**config.mk**
```make
export PLATFORM = sky130hd
export DESIGN_NAME = demux_flat
export DESIGN_NICKNAME = d
export VERILOG_FILES = /design/src/rtl/demux_pkg.sv /design/src/rtl/demux_if.sv /design/src/rtl/demux_stat_cnt.sv /design/src/rtl/demux.sv /design/src/flat_wrapper.sv
export SDC_FILE = /design/constraint.sdc
export NUM_CORES = 1
export LEC_CHECK = 0
export ABC_CLOCK_PERIOD_IN_PS = 5020
export CAP_MARGIN = 20
export CORE_AREA = 2 2 211 213
export CTS_BUF_LIST = sky130_fd_sc_hd__clkbuf_8
export DETAILED_ROUTE_END_ITERATION = 10
export DIE_AREA = 0 0 213 215
export PLACE_DENSITY = 0.63
export SLEW_MARGIN = 20
export SYNTH_ARGS = -nofsm -noshare
export SYNTH_HDL_FRONTEND = slang
export SYNTH_SLANG_ARGS = --single-unit
```
**constraint.sdc**
```tcl
create_clock -name clk -period 5.02 [get_ports clk]
set_input_delay 0.502 -clock clk [delete_from_list [all_inputs] [get_ports clk]]
set_output_delay 0.502 -clock clk [all_outputs]
set_load 0.005 [all_outputs]
```
**src/rtl/demux_pkg.sv**
```systemverilog
// Shared flit encodings, field positions and receive-FSM states for the port_0 mux/demux pair.
package demux_pkg;

    localparam int DATA_W = 134;

    localparam int TYPE_HI = 133;
    localparam int TYPE_LO = 132;
    localparam int MID_HI  = 127;
    localparam int MID_LO  = 120;

    localparam logic [1:0] FT_HEAD = 2'b01;
    localparam logic [1:0] FT_MID  = 2'b11;
    localparam logic [1:0] FT_TAIL = 2'b10;
    localparam logic [1:0] FT_NONE = 2'b00;

    typedef enum logic [1:0] {
        IDLE_S     = 2'd0,
        LCM_RECV_S = 2'd1,
        SSM_RECV_S = 2'd2,
        DROP_S     = 2'd3
    } state_t;

    // One destination's registered output bundle.
    typedef struct packed {
        logic [DATA_W-1:0] data;
        logic              wr;
        logic              valid;
        logic              valid_wr;
    } port_out_t;

    function automatic logic [1:0] flit_type(input logic [DATA_W-1:0] flit);
        return flit[TYPE_HI:TYPE_LO];
    endfunction

    function automatic logic [7:0] flit_mid(input logic [DATA_W-1:0] flit);
        return flit[MID_HI:MID_LO];
    endfunction

endpackage

```
**src/rtl/demux_if.sv**
```systemverilog
// Flit bus between port_0 and the demux, plus the demux's LCM and SSM output buses.
interface demux_if;
    import demux_pkg::*;

    logic [DATA_W-1:0] port2demux_data;
    logic              port2demux_data_wr;
    logic              port2demux_data_valid;
    logic              port2demux_data_valid_wr;
    logic              lcm_data_ready;
    logic              ssm_data_ready;

    logic [DATA_W-1:0] demux2lcm_data;
    logic              demux2lcm_data_wr;
    logic              demux2lcm_data_valid;
    logic              demux2lcm_data_valid_wr;

    logic [DATA_W-1:0] demux2ssm_data;
    logic              demux2ssm_data_wr;
    logic              demux2ssm_data_valid;
    logic              demux2ssm_data_valid_wr;

    modport master (
        output port2demux_data, port2demux_data_wr,
        output port2demux_data_valid, port2demux_data_valid_wr,
        output lcm_data_ready, ssm_data_ready,
        input  demux2lcm_data, demux2lcm_data_wr,
        input  demux2lcm_data_valid, demux2lcm_data_valid_wr,
        input  demux2ssm_data, demux2ssm_data_wr,
        input  demux2ssm_data_valid, demux2ssm_data_valid_wr
    );

    modport slave (
        input  port2demux_data, port2demux_data_wr,
        input  port2demux_data_valid, port2demux_data_valid_wr,
        input  lcm_data_ready, ssm_data_ready,
        output demux2lcm_data, demux2lcm_data_wr,
        output demux2lcm_data_valid, demux2lcm_data_valid_wr,
        output demux2ssm_data, demux2ssm_data_wr,
        output demux2ssm_data_valid, demux2ssm_data_valid_wr
    );

endinterface

```
**src/rtl/demux_stat_cnt.sv**
```systemverilog
// Free-running statistics counter: synchronous clear, single-step increment, wraps at 2^CNT_W.
module demux_stat_cnt #(
    parameter int CNT_W = 32
) (
    input  logic             clk,
    input  logic             clr,
    input  logic             inc,
    output logic [CNT_W-1:0] cnt
);

    always_ff @(posedge clk) begin
        if (clr) begin
            cnt <= '0;
        end else if (inc) begin
            cnt <= cnt + 1'b1;
        end
    end

endmodule

```
**src/rtl/demux.sv**
```systemverilog
// Steers whole packets from port_0 to the LCM or SSM by head module ID; drops rather than stalls.
module demux
    import demux_pkg::*;
#(
    parameter        PLATFOMR = "Xilinx-OpenBox-S4",
    parameter logic [7:0] LMID = 8'd5,
    parameter int    CNT_W = 32
) (
    input  logic             clk,
    input  logic             rst,
    demux_if.slave           bus,
    output logic [CNT_W-1:0] lcm_pkt_cnt,
    output logic [CNT_W-1:0] ssm_pkt_cnt,
    output logic [CNT_W-1:0] drop_pkt_cnt,
    output logic [CNT_W-1:0] err_cnt
);

    // Platform tag is informational; it selects no logic.
    if (PLATFOMR == "") begin : g_untagged_platform
    end

    state_t            state, state_n;
    port_out_t         lcm_n, ssm_n, cur_n;
    port_out_t         lcm_p1, ssm_p1;
    logic              inc_lcm, inc_ssm, inc_drop, inc_err, inc_pkt;
    logic [DATA_W-1:0] flit;
    logic [1:0]        ftype;
    logic              to_lcm;
    logic              tail_valid;

    assign flit       = bus.port2demux_data;
    assign ftype      = flit_type(flit);
    assign to_lcm     = (flit_mid(flit) == LMID);
    assign tail_valid = bus.port2demux_data_valid_wr ? bus.port2demux_data_valid : 1'b1;

    always_ff @(posedge clk) begin
        if (rst) begin
            state <= IDLE_S;
        end else begin
            state <= state_n;
        end
    end

    always_comb begin
        state_n  = state;
        lcm_n    = '0;
        ssm_n    = '0;
        cur_n    = '0;
        inc_lcm  = 1'b0;
        inc_ssm  = 1'b0;
        inc_drop = 1'b0;
        inc_err  = 1'b0;
        inc_pkt  = 1'b0;
        if (bus.port2demux_data_wr) begin
            case (state)
                IDLE_S, DROP_S: begin
                    if (ftype == FT_HEAD) begin
                        // A head while discarding means the previous packet lost its tail.
                        if (state == DROP_S) inc_err = 1'b1;
                        if (to_lcm && bus.lcm_data_ready) begin
                            lcm_n.data = flit;
                            lcm_n.wr   = 1'b1;
                            state_n    = LCM_RECV_S;
                        end else if (!to_lcm && bus.ssm_data_ready) begin
                            ssm_n.data = flit;
                            ssm_n.wr   = 1'b1;
                            state_n    = SSM_RECV_S;
                        end else begin
                            inc_drop = 1'b1;
                            state_n  = DROP_S;
                        end
                    end else if (state == IDLE_S) begin
                        inc_err = 1'b1;
                    end else if (ftype == FT_TAIL) begin
                        state_n = IDLE_S;
                    end else if (ftype == FT_NONE) begin
                        inc_err = 1'b1;
                        state_n = IDLE_S;
                    end
                end
                LCM_RECV_S, SSM_RECV_S: begin
                    case (ftype)
                        FT_MID: begin
                            cur_n.data = flit;
                            cur_n.wr   = 1'b1;
                        end
                        FT_TAIL: begin
                            cur_n.data     = flit;
                            cur_n.wr       = 1'b1;
                            cur_n.valid    = tail_valid;
                            cur_n.valid_wr = 1'b1;
                            inc_pkt        = tail_valid;
                            state_n        = IDLE_S;
                        end
                        FT_HEAD: begin
                            // Abort: close the open packet as bad without writing data.
                            cur_n.valid_wr = 1'b1;
                            inc_err        = 1'b1;
                            state_n        = DROP_S;
                        end
                        default: begin
                            cur_n.valid_wr = 1'b1;
                            inc_err        = 1'b1;
                            state_n        = IDLE_S;
                        end
                    endcase
                    if (state == LCM_RECV_S) begin
                        lcm_n   = cur_n;
                        inc_lcm = inc_pkt;
                    end else begin
                        ssm_n   = cur_n;
                        inc_ssm = inc_pkt;
                    end
                end
                default: state_n = IDLE_S;
            endcase
        end
    end

    // Output stage: one cycle from input flit to destination flit.
    always_ff @(posedge clk) begin
        if (rst) begin
            lcm_p1 <= '0;
            ssm_p1 <= '0;
        end else begin
            lcm_p1 <= lcm_n;
            ssm_p1 <= ssm_n;
        end
    end

    assign bus.demux2lcm_data          = lcm_p1.data;
    assign bus.demux2lcm_data_wr       = lcm_p1.wr;
    assign bus.demux2lcm_data_valid    = lcm_p1.valid;
    assign bus.demux2lcm_data_valid_wr = lcm_p1.valid_wr;
    assign bus.demux2ssm_data          = ssm_p1.data;
    assign bus.demux2ssm_data_wr       = ssm_p1.wr;
    assign bus.demux2ssm_data_valid    = ssm_p1.valid;
    assign bus.demux2ssm_data_valid_wr = ssm_p1.valid_wr;

    demux_stat_cnt #(.CNT_W(CNT_W)) u_lcm_cnt (
        .clk(clk), .clr(rst), .inc(inc_lcm), .cnt(lcm_pkt_cnt)
    );
    demux_stat_cnt #(.CNT_W(CNT_W)) u_ssm_cnt (
        .clk(clk), .clr(rst), .inc(inc_ssm), .cnt(ssm_pkt_cnt)
    );
    demux_stat_cnt #(.CNT_W(CNT_W)) u_drop_cnt (
        .clk(clk), .clr(rst), .inc(inc_drop), .cnt(drop_pkt_cnt)
    );
    demux_stat_cnt #(.CNT_W(CNT_W)) u_err_cnt (
        .clk(clk), .clr(rst), .inc(inc_err), .cnt(err_cnt)
    );

endmodule

```
**src/flat_wrapper.sv**
```systemverilog
// flat-port wrapper written by rule: the top's interface ports become plain ports
module demux_flat import demux_pkg::*;
#(
    parameter        PLATFOMR = "                 ",
    parameter logic [7:0] LMID = 8'd5,
    parameter int    CNT_W = 32
)
  (clk, rst, lcm_pkt_cnt, ssm_pkt_cnt, drop_pkt_cnt, err_cnt, bus_port2demux_data, bus_port2demux_data_wr, bus_port2demux_data_valid, bus_port2demux_data_valid_wr, bus_lcm_data_ready, bus_ssm_data_ready, bus_demux2lcm_data, bus_demux2lcm_data_wr, bus_demux2lcm_data_valid, bus_demux2lcm_data_valid_wr, bus_demux2ssm_data, bus_demux2ssm_data_wr, bus_demux2ssm_data_valid, bus_demux2ssm_data_valid_wr);
  demux_if bus_i ();
  input  logic clk;
  input  logic rst;
  output logic [CNT_W-1:0] lcm_pkt_cnt;
  output logic [CNT_W-1:0] ssm_pkt_cnt;
  output logic [CNT_W-1:0] drop_pkt_cnt;
  output logic [CNT_W-1:0] err_cnt;
  input wire logic [$bits(bus_i.port2demux_data)-1:0] bus_port2demux_data;
  input wire logic [$bits(bus_i.port2demux_data_wr)-1:0] bus_port2demux_data_wr;
  input wire logic [$bits(bus_i.port2demux_data_valid)-1:0] bus_port2demux_data_valid;
  input wire logic [$bits(bus_i.port2demux_data_valid_wr)-1:0] bus_port2demux_data_valid_wr;
  input wire logic [$bits(bus_i.lcm_data_ready)-1:0] bus_lcm_data_ready;
  input wire logic [$bits(bus_i.ssm_data_ready)-1:0] bus_ssm_data_ready;
  output wire logic [$bits(bus_i.demux2lcm_data)-1:0] bus_demux2lcm_data;
  output wire logic [$bits(bus_i.demux2lcm_data_wr)-1:0] bus_demux2lcm_data_wr;
  output wire logic [$bits(bus_i.demux2lcm_data_valid)-1:0] bus_demux2lcm_data_valid;
  output wire logic [$bits(bus_i.demux2lcm_data_valid_wr)-1:0] bus_demux2lcm_data_valid_wr;
  output wire logic [$bits(bus_i.demux2ssm_data)-1:0] bus_demux2ssm_data;
  output wire logic [$bits(bus_i.demux2ssm_data_wr)-1:0] bus_demux2ssm_data_wr;
  output wire logic [$bits(bus_i.demux2ssm_data_valid)-1:0] bus_demux2ssm_data_valid;
  output wire logic [$bits(bus_i.demux2ssm_data_valid_wr)-1:0] bus_demux2ssm_data_valid_wr;
  assign bus_i.port2demux_data = bus_port2demux_data;
  assign bus_i.port2demux_data_wr = bus_port2demux_data_wr;
  assign bus_i.port2demux_data_valid = bus_port2demux_data_valid;
  assign bus_i.port2demux_data_valid_wr = bus_port2demux_data_valid_wr;
  assign bus_i.lcm_data_ready = bus_lcm_data_ready;
  assign bus_i.ssm_data_ready = bus_ssm_data_ready;
  assign bus_demux2lcm_data = bus_i.demux2lcm_data;
  assign bus_demux2lcm_data_wr = bus_i.demux2lcm_data_wr;
  assign bus_demux2lcm_data_valid = bus_i.demux2lcm_data_valid;
  assign bus_demux2lcm_data_valid_wr = bus_i.demux2lcm_data_valid_wr;
  assign bus_demux2ssm_data = bus_i.demux2ssm_data;
  assign bus_demux2ssm_data_wr = bus_i.demux2ssm_data_wr;
  assign bus_demux2ssm_data_valid = bus_i.demux2ssm_data_valid;
  assign bus_demux2ssm_data_valid_wr = bus_i.demux2ssm_data_valid_wr;
  demux #(.PLATFOMR(PLATFOMR), .LMID(LMID), .CNT_W(CNT_W)) u_core (.clk(clk), .rst(rst), .bus(bus_i), .lcm_pkt_cnt(lcm_pkt_cnt), .ssm_pkt_cnt(ssm_pkt_cnt), .drop_pkt_cnt(drop_pkt_cnt), .err_cnt(err_cnt));
endmodule
```
Word level (Yosys, flattened, before mapping)
Index checks and enable logic that the tools add are counted.
- reductions and logical operators: 12
- add/sub/neg operators: 4
- equal/unequal tests: 10
- bitwise operators: 3
- muxes and demuxes: 40
- operator list (operator ; count):
    two-way mux 135 bit ; 6
    one-hot mux 135 bit (2 select lines) ; 2
    two-way mux 137 bit ; 2
    adder 32 x 1 -> 32 bit, second input constant ; 4
    two-way mux 1 bit ; 22
    two-way mux 2 bit ; 5
    == test 2 bit, second input constant ; 4
    == test 8 x 3 -> 1 bit, second input constant ; 1
    one-hot mux 2 bit (2 select lines) ; 2
    OR reduction 2 bit ; 4
    OR reduction 4 bit ; 2
    == test 2 x 1 -> 1 bit, second input constant ; 2
    zero test 2 bit ; 2
    inequality test 4 x 1 -> 1 bit, second input constant ; 1
    AND reduction 4 bit ; 1
    inequality test 3 x 2 -> 1 bit, second input constant ; 1
    inverter 1 bit ; 3
    logical AND 1 bit ; 2
    inequality test 2 bit, second input constant ; 1
    one-hot mux 1 bit (2 select lines) ; 1
    zero test 1 bit ; 1
- word-level logic and storage cells: 82
- flip-flop bits (word level): 404
- input bits: 141
- output and inout bits: 402

Depth between registers and ports, before layout
Gate-level depths: netlist (run 1).
- word-level depth: 8
- gate-level depth with buffers: 9
- gate-level depth less buffers: 7

Cells and area by module
Synthesis (run 1) repeated with hierarchy kept, for this count alone.
- cells, all modules: 1366
- area total of the unflattened synthesis: 14285.0 µm²
- modules (own cells, without submodules) (module ; area an instance (µm²) ; instances ; cells each ; seq. area each (µm²)):
    demux ; 8104.0 ; 1 ; 649 ; 5525.3
    demux_stat_cnt (u_core.u_drop_cnt ...) ; 1564.0 ; 3 ; 181 ; 640.6
    demux_stat_cnt (u_core.u_ssm_cnt) ; 1488.9 ; 1 ; 174 ; 640.6

Worst setup path before layout (run 1)
No wires, ideal clock.
- kind: register -> register
- start point: reg u_core.state[0]
- end point: reg u_core.u_lcm_cnt.cnt[19]
- buffers on the path: 2
- arrival time: 2.191 ns
- library setup time: 0.128 ns
- required time: 4.892 ns
- path slack: 2.702 ns
- period minus slack after synthesis: 2.318 ns
- stages on the path, launching flop included: 10
- path through: dfxtp_1 inv_1 ha_1 clkbuf_1 and4_1 nand4_1 clkbuf_1 nor4_1 xnor2_1 nor2_1
- longest elaborated chain between the ends: 4
- elaborated cells on any way between the ends: 6
- classes of those cells: eq/ne (2); mux (3); reduce/logical (1)
- ends and longest elaborated chain (item ; RTL line ; text):
    start: declaration ; demux.sv:22 ; state_t state, state_n;
    start signal: assignment ; demux.sv:40 ; state <= state_n;
    == test 2 x 1 -> 1 bit or == test 2 bit (tied branches) ; demux.sv:55, demux.sv:107 ;
    two-way mux 1 bit or OR reduction 2 bit (tied branches) ; demux.sv:107, demux.sv:55 ;
    two-way mux 1 bit * ; demux.sv:55 ; case (state)
    two-way mux 1 bit * ; demux.sv:54 ; if (bus.port2demux_data_wr) begin
    end signal: assignment ; demux_stat_cnt.sv:15 ; cnt <= cnt + 1'b1;
    end: declaration ; demux_stat_cnt.sv:8 ; output logic [CNT_W-1:0] cnt
Mark *: on every way between the ends. The rest lies on a longest branch, timed or not.
A chain may end at the register's enable or synchronous reset.

Worst setup path after layout (run 1)
- start point: reg u_core.state[0]
- end point: reg u_core.u_drop_cnt.cnt[25]
- longest elaborated chain between the ends: 4
- elaborated cells on any way between the ends: 5
- classes of those cells: eq/ne (1); mux (2); reduce/logical (2)
- ends and longest elaborated chain (item ; RTL line):
    == test 2 bit or zero test 2 bit (tied branches) ; demux.sv:55
    OR reduction 2 bit * ; demux.sv:55
    two-way mux 1 bit * ; demux.sv:55
    two-way mux 1 bit * ; demux.sv:54
    end signal: assignment ; demux_stat_cnt.sv:15
    end: declaration ; demux_stat_cnt.sv:8
Marks and branches as above.

==> results of run 1 <==
[final timing paths]
kind	start	end	slack, ns	cells past startpoint
max	u_core.state[0]	u_core.u_drop_cnt.cnt[25]	1.71	7
min	rst	u_core.u_ssm_cnt.cnt[22]	0.36	2
max reg2reg	u_core.state[0]	u_core.u_drop_cnt.cnt[25]	1.71	7
min reg2reg	u_core.u_drop_cnt.cnt[31]	u_core.u_drop_cnt.cnt[31]	0.48	2
[critical path: stages, from the launching register on]
cell	delay [ns]
dfxtp_1	0.41
inv_1	0.06
ha_1	0.49
nor2b_1	0.36
o311a_1	0.60
nand4_1	0.58
or4_1	0.58
a21oi_1	0.15
[power groups by stage]
stage	Clock, mW	Combinational (mW)	Sequential (mW)
after global placement	0	0.250	3.30
final	3.00	0.252	3.23
after detailed placement	0	0.253	3.30
after global routing	3.25	0.271	3.23
after CTS	3.10	0.254	3.23
after floorplan	0	0.0654	3.30
[flip-flops by register name (all words and copies together), names as in the netlist]
register / count
u_core.bus.demux2lcm_data: 134
u_core.bus.demux2lcm_data_valid: 1
u_core.bus.demux2lcm_data_valid_wr: 1
u_core.bus.demux2lcm_data_wr: 1
u_core.bus.demux2ssm_data: 134
u_core.bus.demux2ssm_data_valid: 1
u_core.bus.demux2ssm_data_valid_wr: 1
u_core.bus.demux2ssm_data_wr: 1
u_core.state: 2
u_core.u_drop_cnt.cnt: 32
u_core.u_err_cnt.cnt: 32
u_core.u_lcm_cnt.cnt: 32
u_core.u_ssm_cnt.cnt: 32
[kinds of logic after synthesis]
| family | Yosys count | synth area share [%] |
|---|---|---|
| AOI/OAI and AO/OA | 109 | 4.39 |
| xor gates and xnor gates | 76 | 4.85 |
| adders and majority gates | 12 | 1.09 |
| buffers and inverters | 94 | 2.94 |
| DFF | 404 | 58.9 |
| muxes | 7 | 0.547 |
| and+or+nand+nor | 653 | 27.2 |
[cell type report]
class / instances / area (um2)
Antenna cell: 1 / 2.50
Clock buffer: 92 / 1270
Clock inverter: 31 / 156
Fill cell: 4118 / 22500
Inverter: 29 / 109
Multi-Input combinational cell: 857 / 5260
Sequential cell: 404 / 8090
Tap cell: 592 / 741
Timing Repair Buffer: 553 / 5540
[layout by cell type, fill, tap and decap left out, types with 4 or more instances in the layout]
cell,n
o31ai_1,5
nor4_1,29
clkbuf_8,92
dfxtp_1,404
nand2_1,49
inv_1,54
and4_1,10
or4_1,6
or3_1,40
buf_4,9
nor2_1,95
xor2_1,18
nor3_1,27
o21ai_0,39
and2_1,269
nor2b_1,8
a21oi_1,52
mux2_2,4
nand3_1,40
nand4_1,45
and3_1,11
xnor2_1,58
ha_1,12
clkdlybuf4s50_1,541
[metal layers]
| layer | vias up | track usage [%] | part of all wire, % |
|---|---|---|---|
| li1 | 5664 | - | - |
| met1 | 5390 | 22.0 | 40 |
| met2 | 375 | 32.8 | 49 |
| met3 | 87 | 6.24 | 8.0 |
| met4 | 4 | 7.46 | 3.1 |
| met5 | - | 0 | 0.055 |
[metrics by stage]
| step | utilization (%) | instances |
|---|---|---|
| 6_report | 48.5 | 2559 |
| 5_1_grt | 48.5 | 2559 |
| 4_1_cts | 48.5 | 2558 |
| 3_5_place_dp | 45.2 | 2435 |
| 3_3_place_gp | 45.2 | 2435 |
| 2_1_floorplan | - | 1355 |
==> out/results.tsv, run 1 <==
metric	value	unit
Worst Path Arrival	3.82	ns
Hold WS	0.363	ns
most numerous cell in the Yosys netlist	dfxtp_1	
minimum period implied by the final worst setup slack	3.31	ns
num rows	77	
I/O Buffers	542	
VDD IR-drop max	0.243	mV
Syn Inst Count	1355	
crit path kind	register to register	
Final Hold Viols	0	
Clk pwr share	46.2	%
hold_buf cts	0	
Crit. End Element	register	
Die Span X	213	um
DRT Wirelength	45100	um
first-pass GRT wire length	67100	um
Tot Pwr	6.48	mW
CTS Sinks	404	
Switch Pwr	1.42	mW
vias per cell	4.50	
ys async rst share	0	%
Internal Power	5.06	mW
fmax	0.302	GHz
Synth Net Count	1508	
Cell Area, Synth	0.0137	mm2
Slew @ Worst Pin	0.950	ns
total CTS buffers	71	
GPL Wtd Cong	0.865	
Max H-tree Level	3	
Post-CTS Setup Bufs	0	
worst path required time	5.54	ns
clk buf depth	3	
post-route antenna net violation count	0	
1st-iter DRT viols	475	
# resized after CTS	0	
Synth area leader	dfxtp_1	
Die Area	0.0458	mm2
critical-path maximum fanout	17	
sw frac	22.0	%
worst skew pair latency	0.61	ns
final worst slack	1.71	ns
Hold Crit Class	input pin to register	
Starting Density	31.4	%
CTS tree	built	
vias in the first global route	11282	
Final Cycle Share	65.9	%
DR WL/cell	17.6	um
via count	11520	
setup TNS	0	ns
RSZ-0062 raised after global routing	false	
Leakage	7.68	nW
largest net degree at the start of global routing	91	
Die Y-Extent	215	um
final net count	2069	
Final Slew Violations	0	
status	finished, final reports clean	
#FFs+latches synth	404	
Synth Flop Type	dfxtp_1	
pre-CTS WS	1.24	ns
# DRC	0	
syn avg cell area	10.1	um2
grt ovf	0	
Final HPWL DP	33300	um
Core Footprint	0.0436	mm2
all-layer global routing usage	19.2	%
Ys Warns	0	
Seq/Total Area, Yosys	58.9	%
clk_skew	0.0272	ns
Placed Instance Area	0.0197	mm2
initial antenna violation count	4	
EDFF count, synth	0	
CTS clk-pin slew, worst paths	0.06	ns
Seq pwr share	49.9	%
combinational share of power	3.9	%
Cell Pwr Density	306	mW/mm2
Yosys cell types	53	
Slew headroom	36.7	%
Area Growth Syn to Fin	54.2	%
Design Area, Final	0.0212	mm2
type of origin of the critical path	register	
drt pass-1 iters	5	
root buffer cell	clkbuf_8	
Max-cap violations	0	
most frequent cells after synthesis	dfxtp_1, and2_1, nor2_1, xnor2_1, clkbuf_1	
fraction of layout cells with a size suffix above 1	6.77	%
Final Setup Violations	0	
# IOs	543	
Synth area leaders	dfxtp_1, and2_1, xnor2_1, nor2_1, nand4_1	
post-synth top area share	58.9	%
Note: power is estimated with default switching activity, not from simulation.
==> inputs of run 2 (changes only) <==
--- a/config.mk
+++ b/config.mk
@@ -5,12 +5,12 @@
 export SDC_FILE = /design/constraint.sdc
 export NUM_CORES = 1
 export LEC_CHECK = 0
-export ABC_CLOCK_PERIOD_IN_PS = 5020
+export ABC_CLOCK_PERIOD_IN_PS = 3100
 export CAP_MARGIN = 20
-export CORE_AREA = 2 2 211 213
+export CORE_AREA = 2 2 212 214
 export CTS_BUF_LIST = sky130_fd_sc_hd__clkbuf_8
 export DETAILED_ROUTE_END_ITERATION = 10
-export DIE_AREA = 0 0 213 215
+export DIE_AREA = 0 0 214 216
 export PLACE_DENSITY = 0.63
 export SLEW_MARGIN = 20
 export SYNTH_ARGS = -nofsm -noshare
==> constraint.sdc (replaced) <==
create_clock -name clk -period 3.1 [get_ports clk]
set_input_delay 0.31 -clock clk [delete_from_list [all_inputs] [get_ports clk]]
set_output_delay 0.31 -clock clk [all_outputs]
set_load 0.005 [all_outputs]
==> run 2 against run 1 <==
Compared with the run above:
- wire length rose by 1.5%
- combinational power increased by 66%
- final area grew 0.44%
- total power is 59% higher
- register-to-register slack got worse by 1.2 ns
- sequential power up 62%
- via count rose by 1.6%
- flip-flop and latch count unchanged
- largest cell class unchanged
- largest power group unchanged
==> out/results.tsv, run 2 (same netlist as run 1, synthesis figures left out) <==
metric	value	unit	change
drt pass-1 iters	5		unchanged
CP peak stage delay	0.56	ns	was 0.60 ns
CTS clk-pin slew, worst paths	0.06	ns	about the same
CTS tree	built		unchanged
Final Hold Viols	0		unchanged
worst r2r path cells	8		was 7
Slew @ Worst Pin	0.671	ns	was 0.950 ns
most frequent cells in the layout	clkdlybuf4s50_1, dfxtp_1, and2_1		unchanged
CTS Sinks	404		unchanged
Final Slew Violations	0		unchanged
critical-path maximum fanout	13		was 17
setup TNS	0	ns	unchanged
Max-cap violations	0		unchanged
Max H-tree Level	3		unchanged
initial antenna violation count	5		was 4
cells along the critical path	inv_1 -> ha_1 -> and2b_2 -> nand4_1 -> buf_4 -> or4_1 -> or3_1 -> a21oi_1		was inv_1 -> ha_1 -> nor2b_1 -> o311a_1 -> nand4_1 -> or4_1 -> a21oi_1
post-route antenna net violation count	0		unchanged
pre-CTS WS	0.140	ns	was 1.24 ns
Hold Crit Class	input pin to register		unchanged
status	finished, final reports clean		unchanged
vias in the first global route	11684		was 11282
# fillers	4075		was 4118
VDD IR-drop max	0.357	mV	was 0.243 mV
commonest non-fill, non-tap cell in the layout	clkdlybuf4s50_1		unchanged
Inst Count DP	2456		was 2435
RR Startpoint	u_core.state[0]		unchanged
fin cells	2580		was 2559
number of buffers and inverters on the critical path	2		was 1
Hold Path Depth	2		unchanged
DRT Wirelength	45800	um	was 45100 um
Post-CTS Setup Bufs	0		unchanged
DR WL/cell	17.8	um	was 17.6 um
total CTS buffers	71		unchanged
hold_buf cts	0		unchanged
vias per cell	4.54		was 4.50
Final Setup Violations	0		unchanged
# DRC	0		unchanged
RSZ-0062 raised after global routing	false		unchanged
Die Y-Extent	216	um	was 215 um
root buffer cell	clkbuf_8		unchanged
1st-iter DRT viols	540		was 475
# IOs	543		unchanged
Final HPWL DP	34200	um	was 33300 um
Die Span X	214	um	was 213 um
Final Cycle Share	82.9	%	was 65.9%
worst reg2reg setup slack	0.53	ns	was 1.71 ns
Placed Instance Area	0.0199	mm2	was 0.0197 mm2
Crit. End Element	register		unchanged
cell family with most CP delay	simple AND/OR/NAND/NOR gates		unchanged
fraction of layout cells with a size suffix above 1	7.55	%	was 6.77%
largest net degree at the start of global routing	107		was 91
via count	11705		was 11520
all-layer global routing usage	19.3	%	was 19.2%
Slew headroom	55.3	%	was 36.7%
Core Footprint	0.0438	mm2	was 0.0436 mm2
Reg-to-Reg End	u_core.u_ssm_cnt.cnt[19]		was u_core.u_drop_cnt.cnt[25]
Worst Path Arrival	3.11	ns	was 3.82 ns
slowest CP cell	or4_1		was o311a_1
num rows	77		unchanged
Area Growth Syn to Fin	54.9	%	was 54.2%
grt ovf	0		unchanged
Design Area, Final	0.0213	mm2	was 0.0212 mm2
I/O Buffers	542		unchanged
Starting Density	31.3	%	was 31.4%
Hold WS	0.112	ns	was 0.363 ns
minimum period implied by the final worst setup slack	2.57	ns	was 3.31 ns
Die Area	0.0462	mm2	was 0.0458 mm2
GPL Wtd Cong	0.834		was 0.865
worst skew pair latency	0.62	ns	was 0.61 ns
clk buf depth	3		unchanged
Worst Hold End	u_core.u_ssm_cnt.cnt[4]		was u_core.u_ssm_cnt.cnt[22]
worst path required time	3.64	ns	was 5.54 ns
Leakage	7.75	nW	was 7.68 nW
hold path start	rst		unchanged
type of origin of the critical path	register		unchanged
final net count	2090		was 2069
final worst slack	0.530	ns	was 1.71 ns
fmax	0.389	GHz	was 0.302 GHz
first-pass GRT wire length	69000	um	was 67100 um
# resized after CTS	0		unchanged
crit path kind	register to register		unchanged
clk_skew	0.0185	ns	was 0.0272 ns
Cell Pwr Density	485	mW/mm2	was 306 mW/mm2
run 2: cell count changes in the layout (fill, tap and decap cells not counted), sizes merged, moves of 2 or more:
cell	change
buf	+21
clkinvlp	+2
inv	+3
clkbuf	-6
run 2: metrics by stage:
step                power [mW]  util, %
floorplan                 5.46        -
global placement          5.77     45.4
detailed placement        5.77     45.4
CTS                       10.5     48.5
global route              10.8     48.5
finish                    10.3     48.5
run 2: where the power goes:
group / switching [mW] / internal, mW / total (mW) / leakage (nW)
Sequential: 0.0131 / 5.22 / 5.24 / 3.26
Combinational: 0.168 / 0.250 / 0.418 / 3.70
Clock: 2.15 / 2.50 / 4.66 / 0.794
Total: 2.34 / 7.98 / 10.3 / 7.75
run 2: cell type report:
cell class	count	area, um2	area share (%)
well taps	592	741	3.48
diodes	2	5.00	0.0235
clock buffers	86	1180	5.57
inverters	29	109	0.512
repair buffers	574	5710	26.9
flip-flops and latches	404	8090	38.0
clock inverters	36	160	0.753
multi-input cells	857	5260	24.7
run 2: worst max-delay path by stage:
stage	cells past startpoint	end	start
after floorplan	9	u_core.u_lcm_cnt.cnt[19]	u_core.state[0]
after global placement	8	u_core.u_err_cnt.cnt[28]	bus_port2demux_data[133]
after detailed placement	8	u_core.u_err_cnt.cnt[27]	bus_port2demux_data[133]
after CTS	8	u_core.u_ssm_cnt.cnt[19]	u_core.state[0]
after global routing	9	u_core.u_drop_cnt.cnt[31]	u_core.state[0]
final	8	u_core.u_ssm_cnt.cnt[19]	u_core.state[0]
run 2: metal layers:
layer  wire length (um)  GRT usage (%)  part of all wire, %  vias up
met3               3630           7.10                  7.9      101
met2              22400           32.8                   49      422
met4               1370           7.76                  3.0        6
li1                   -              -                    -     5715
met1              18400           21.8                   40     5461
met5                 40              0                0.087        -
==> inputs of run 3 (changes only) <==
--- a/config.mk
+++ b/config.mk
@@ -5,7 +5,7 @@
 export SDC_FILE = /design/constraint.sdc
 export NUM_CORES = 1
 export LEC_CHECK = 0
-export ABC_CLOCK_PERIOD_IN_PS = 3100
+export ABC_CLOCK_PERIOD_IN_PS = 2400
 export CAP_MARGIN = 20
 export CORE_AREA = 2 2 212 214
 export CTS_BUF_LIST = sky130_fd_sc_hd__clkbuf_8
==> constraint.sdc (replaced) <==
create_clock -name clk -period 2.4 [get_ports clk]
set_input_delay 0.24 -clock clk [delete_from_list [all_inputs] [get_ports clk]]
set_output_delay 0.24 -clock clk [all_outputs]
set_load 0.005 [all_outputs]
==> run 3 against run 2 <==
Compared with the run above:
- first-iteration DRC count is 3.0% lower
- wire length is 1.2% higher
- global-route usage is 0.094 points lower
- sequential power is 29% higher
- final area is 3.0% higher
- total power is 32% higher
- clock power is 34% higher
- die area stayed put
- cell count is 2.4% higher
- clock-buffer cell count is 5 higher
- fmax is 9.7% higher
- via count is 1.7% higher
- critical path type unchanged
- largest cell class unchanged
==> out/results.tsv, run 3 (same netlist as run 1, synthesis figures left out) <==
metric	value	unit	change
Final Cycle Share	97.7	%	was 82.9%
Leakage	8.12	nW	was 7.75 nW
GPL Wtd Cong	0.857		was 0.834
clk_skew	0.0236	ns	was 0.0185 ns
cells along the critical path	nand4_4 -> or4_4 -> or4_4 -> or3_2 -> a21oi_1		was inv_1 -> ha_1 -> and2b_2 -> nand4_1 -> buf_4 -> or4_1 -> or3_1 -> a21oi_1
most frequent cells in the layout	clkdlybuf4s50_1, dfxtp_1, and2_1		unchanged
type of origin of the critical path	register		unchanged
CP most frequent cell	or4_4		
Final HPWL DP	34200	um	about the same
num rows	77		unchanged
via count	11907		was 11705
clk buf depth	3		unchanged
hold_buf cts	0		unchanged
Hold Crit Class	input pin to register		unchanged
Area Growth Syn to Fin	59.5	%	was 54.9%
fin cells	2641		was 2580
drt pass-1 iters	7		was 5
final core occ	49.9	%	was 48.5%
status	finished, final reports clean		unchanged
Worst Path Arrival	2.87	ns	was 3.11 ns
# DRC	0		unchanged
setup TNS	0	ns	unchanged
Final Setup Violations	0		unchanged
crit path kind	register to register		unchanged
I/O Buffers	542		unchanged
CTS tree	built		unchanged
Die Y-Extent	216	um	unchanged
DR WL/cell	17.6	um	was 17.8 um
Slew headroom	58.2	%	was 55.3%
Hold WS	0.207	ns	was 0.112 ns
1st-iter DRT viols	524		was 540
Max H-tree Level	3		unchanged
grt ovf	0		unchanged
CTS clk-pin slew, worst paths	0.06	ns	about the same
CP peak stage delay	0.58	ns	was 0.56 ns
Reg area	0.00810	mm2	was 0.00809 mm2
commonest non-fill, non-tap cell in the layout	clkdlybuf4s50_1		unchanged
final net count	2148		was 2090
Slew @ Worst Pin	0.626	ns	was 0.671 ns
Inst Count DP	2506		was 2456
VDD IR-drop max	0.492	mV	was 0.357 mV
fmax	0.427	GHz	was 0.389 GHz
all-layer global routing usage	19.2	%	was 19.3%
vias in the first global route	11703		was 11684
minimum period implied by the final worst setup slack	2.34	ns	was 2.57 ns
vias per cell	4.51		was 4.54
Crit. End Element	register		unchanged
Tot Pwr	13.6	mW	was 10.3 mW
first-pass GRT wire length	69000	um	about the same
# IOs	543		unchanged
Starting Density	31.3	%	unchanged
worst skew pair latency	0.61	ns	was 0.62 ns
multi-input logic area	0.00531	mm2	was 0.00526 mm2
critical-path maximum fanout	6		was 13
Core Footprint	0.0438	mm2	unchanged
post-route antenna net violation count	0		unchanged
initial antenna violation count	3		was 5
slowest CP cell	or4_4		was or4_1
worst path required time	2.93	ns	was 3.64 ns
RSZ-0062 raised after global routing	true		was false
CTS Sinks	404		unchanged
DRT Wirelength	46400	um	was 45800 um
Final Slew Violations	0		unchanged
# fillers	4065		was 4075
Cell Pwr Density	621	mW/mm2	was 485 mW/mm2
root buffer cell	clkbuf_8		unchanged
largest net degree at the start of global routing	136		was 107
Final Hold Viols	0		unchanged
total CTS buffers	71		unchanged
fraction of layout cells with a size suffix above 1	10.9	%	was 7.55%
Max-cap violations	0		unchanged
Die Span X	214	um	unchanged
Die Area	0.0462	mm2	unchanged
run 3: cell types whose count changed in the layout (fill, tap and decap cells not counted), sizes merged:
cell | before | now
buf | 33 | 90
clkbuf | 86 | 91
clkinv | 4 | 3
clkinvlp | 2 | 1
or4 | 10 | 11
run 3: path summary, 6_finish.rpt:
check,startpoint,to,slack (ns),depth (start not counted)
worst max-delay path,u_core.u_ssm_cnt.cnt[3],u_core.u_ssm_cnt.cnt[29],0.06,5
worst min-delay path,bus_port2demux_data[27],u_core.bus.demux2ssm_data[27],0.21,2
worst max register to register,u_core.u_ssm_cnt.cnt[3],u_core.u_ssm_cnt.cnt[29],0.06,5
worst min register to register,u_core.u_drop_cnt.cnt[31],u_core.u_drop_cnt.cnt[31],0.49,2
run 3: power breakdown:
group          internal, mW  switching, mW  total, mW
combinational         0.351          0.228      0.579
sequential             6.75         0.0173       6.76
clock                  3.42           2.82       6.24
run 3: per-stage QoR:
stage / area, um2 / setup WS, ns
3_3_place_gp: 20300 / -0.270
5_1_grt: 21900 / -0.0322
4_1_cts: 21800 / 0.0117
6_report: 21900 / 0.0562
2_1_floorplan: 13700 / 0.0819
3_5_place_dp: 20300 / -0.306
run 3: repair_timing:
item / 4_1_cts / 5_1_grt
gates resized for setup: 0 / 16
buffers inserted: 0 / 7
hold endpoints to repair: 0 / 0
setup endpoints to repair: 0 / 67
run 3: metal layers:
metal | vias up | wire length [um] | global-route usage [%]
met5 | - | 26 | 0
met4 | 4 | 954 | 7.25
met3 | 62 | 3030 | 5.36
met2 | 402 | 23400 | 33.6
met1 | 5618 | 19000 | 22.2
li1 | 5821 | - | -
run 3: worst max-delay path, delay by kind of cell, from the launching register on:
kind / cells / cell delay, ns
AND/OR/NAND/NOR: 4 / 1.72
AO/OA/AOI/OAI: 1 / 0.15
flip-flops: 1 / 0.39
run 3: layout make-up:
| cell class | count | area share [%] |
|---|---|---|
| flip-flops and latches | 404 | 37.0 |
| repair buffers | 631 | 28.4 |
| multi-input cells | 858 | 24.3 |
| clock buffers | 91 | 5.72 |
| well taps | 592 | 3.38 |
| clock inverters | 34 | 0.743 |
| inverters | 29 | 0.497 |
| diodes | 2 | 0.0229 |
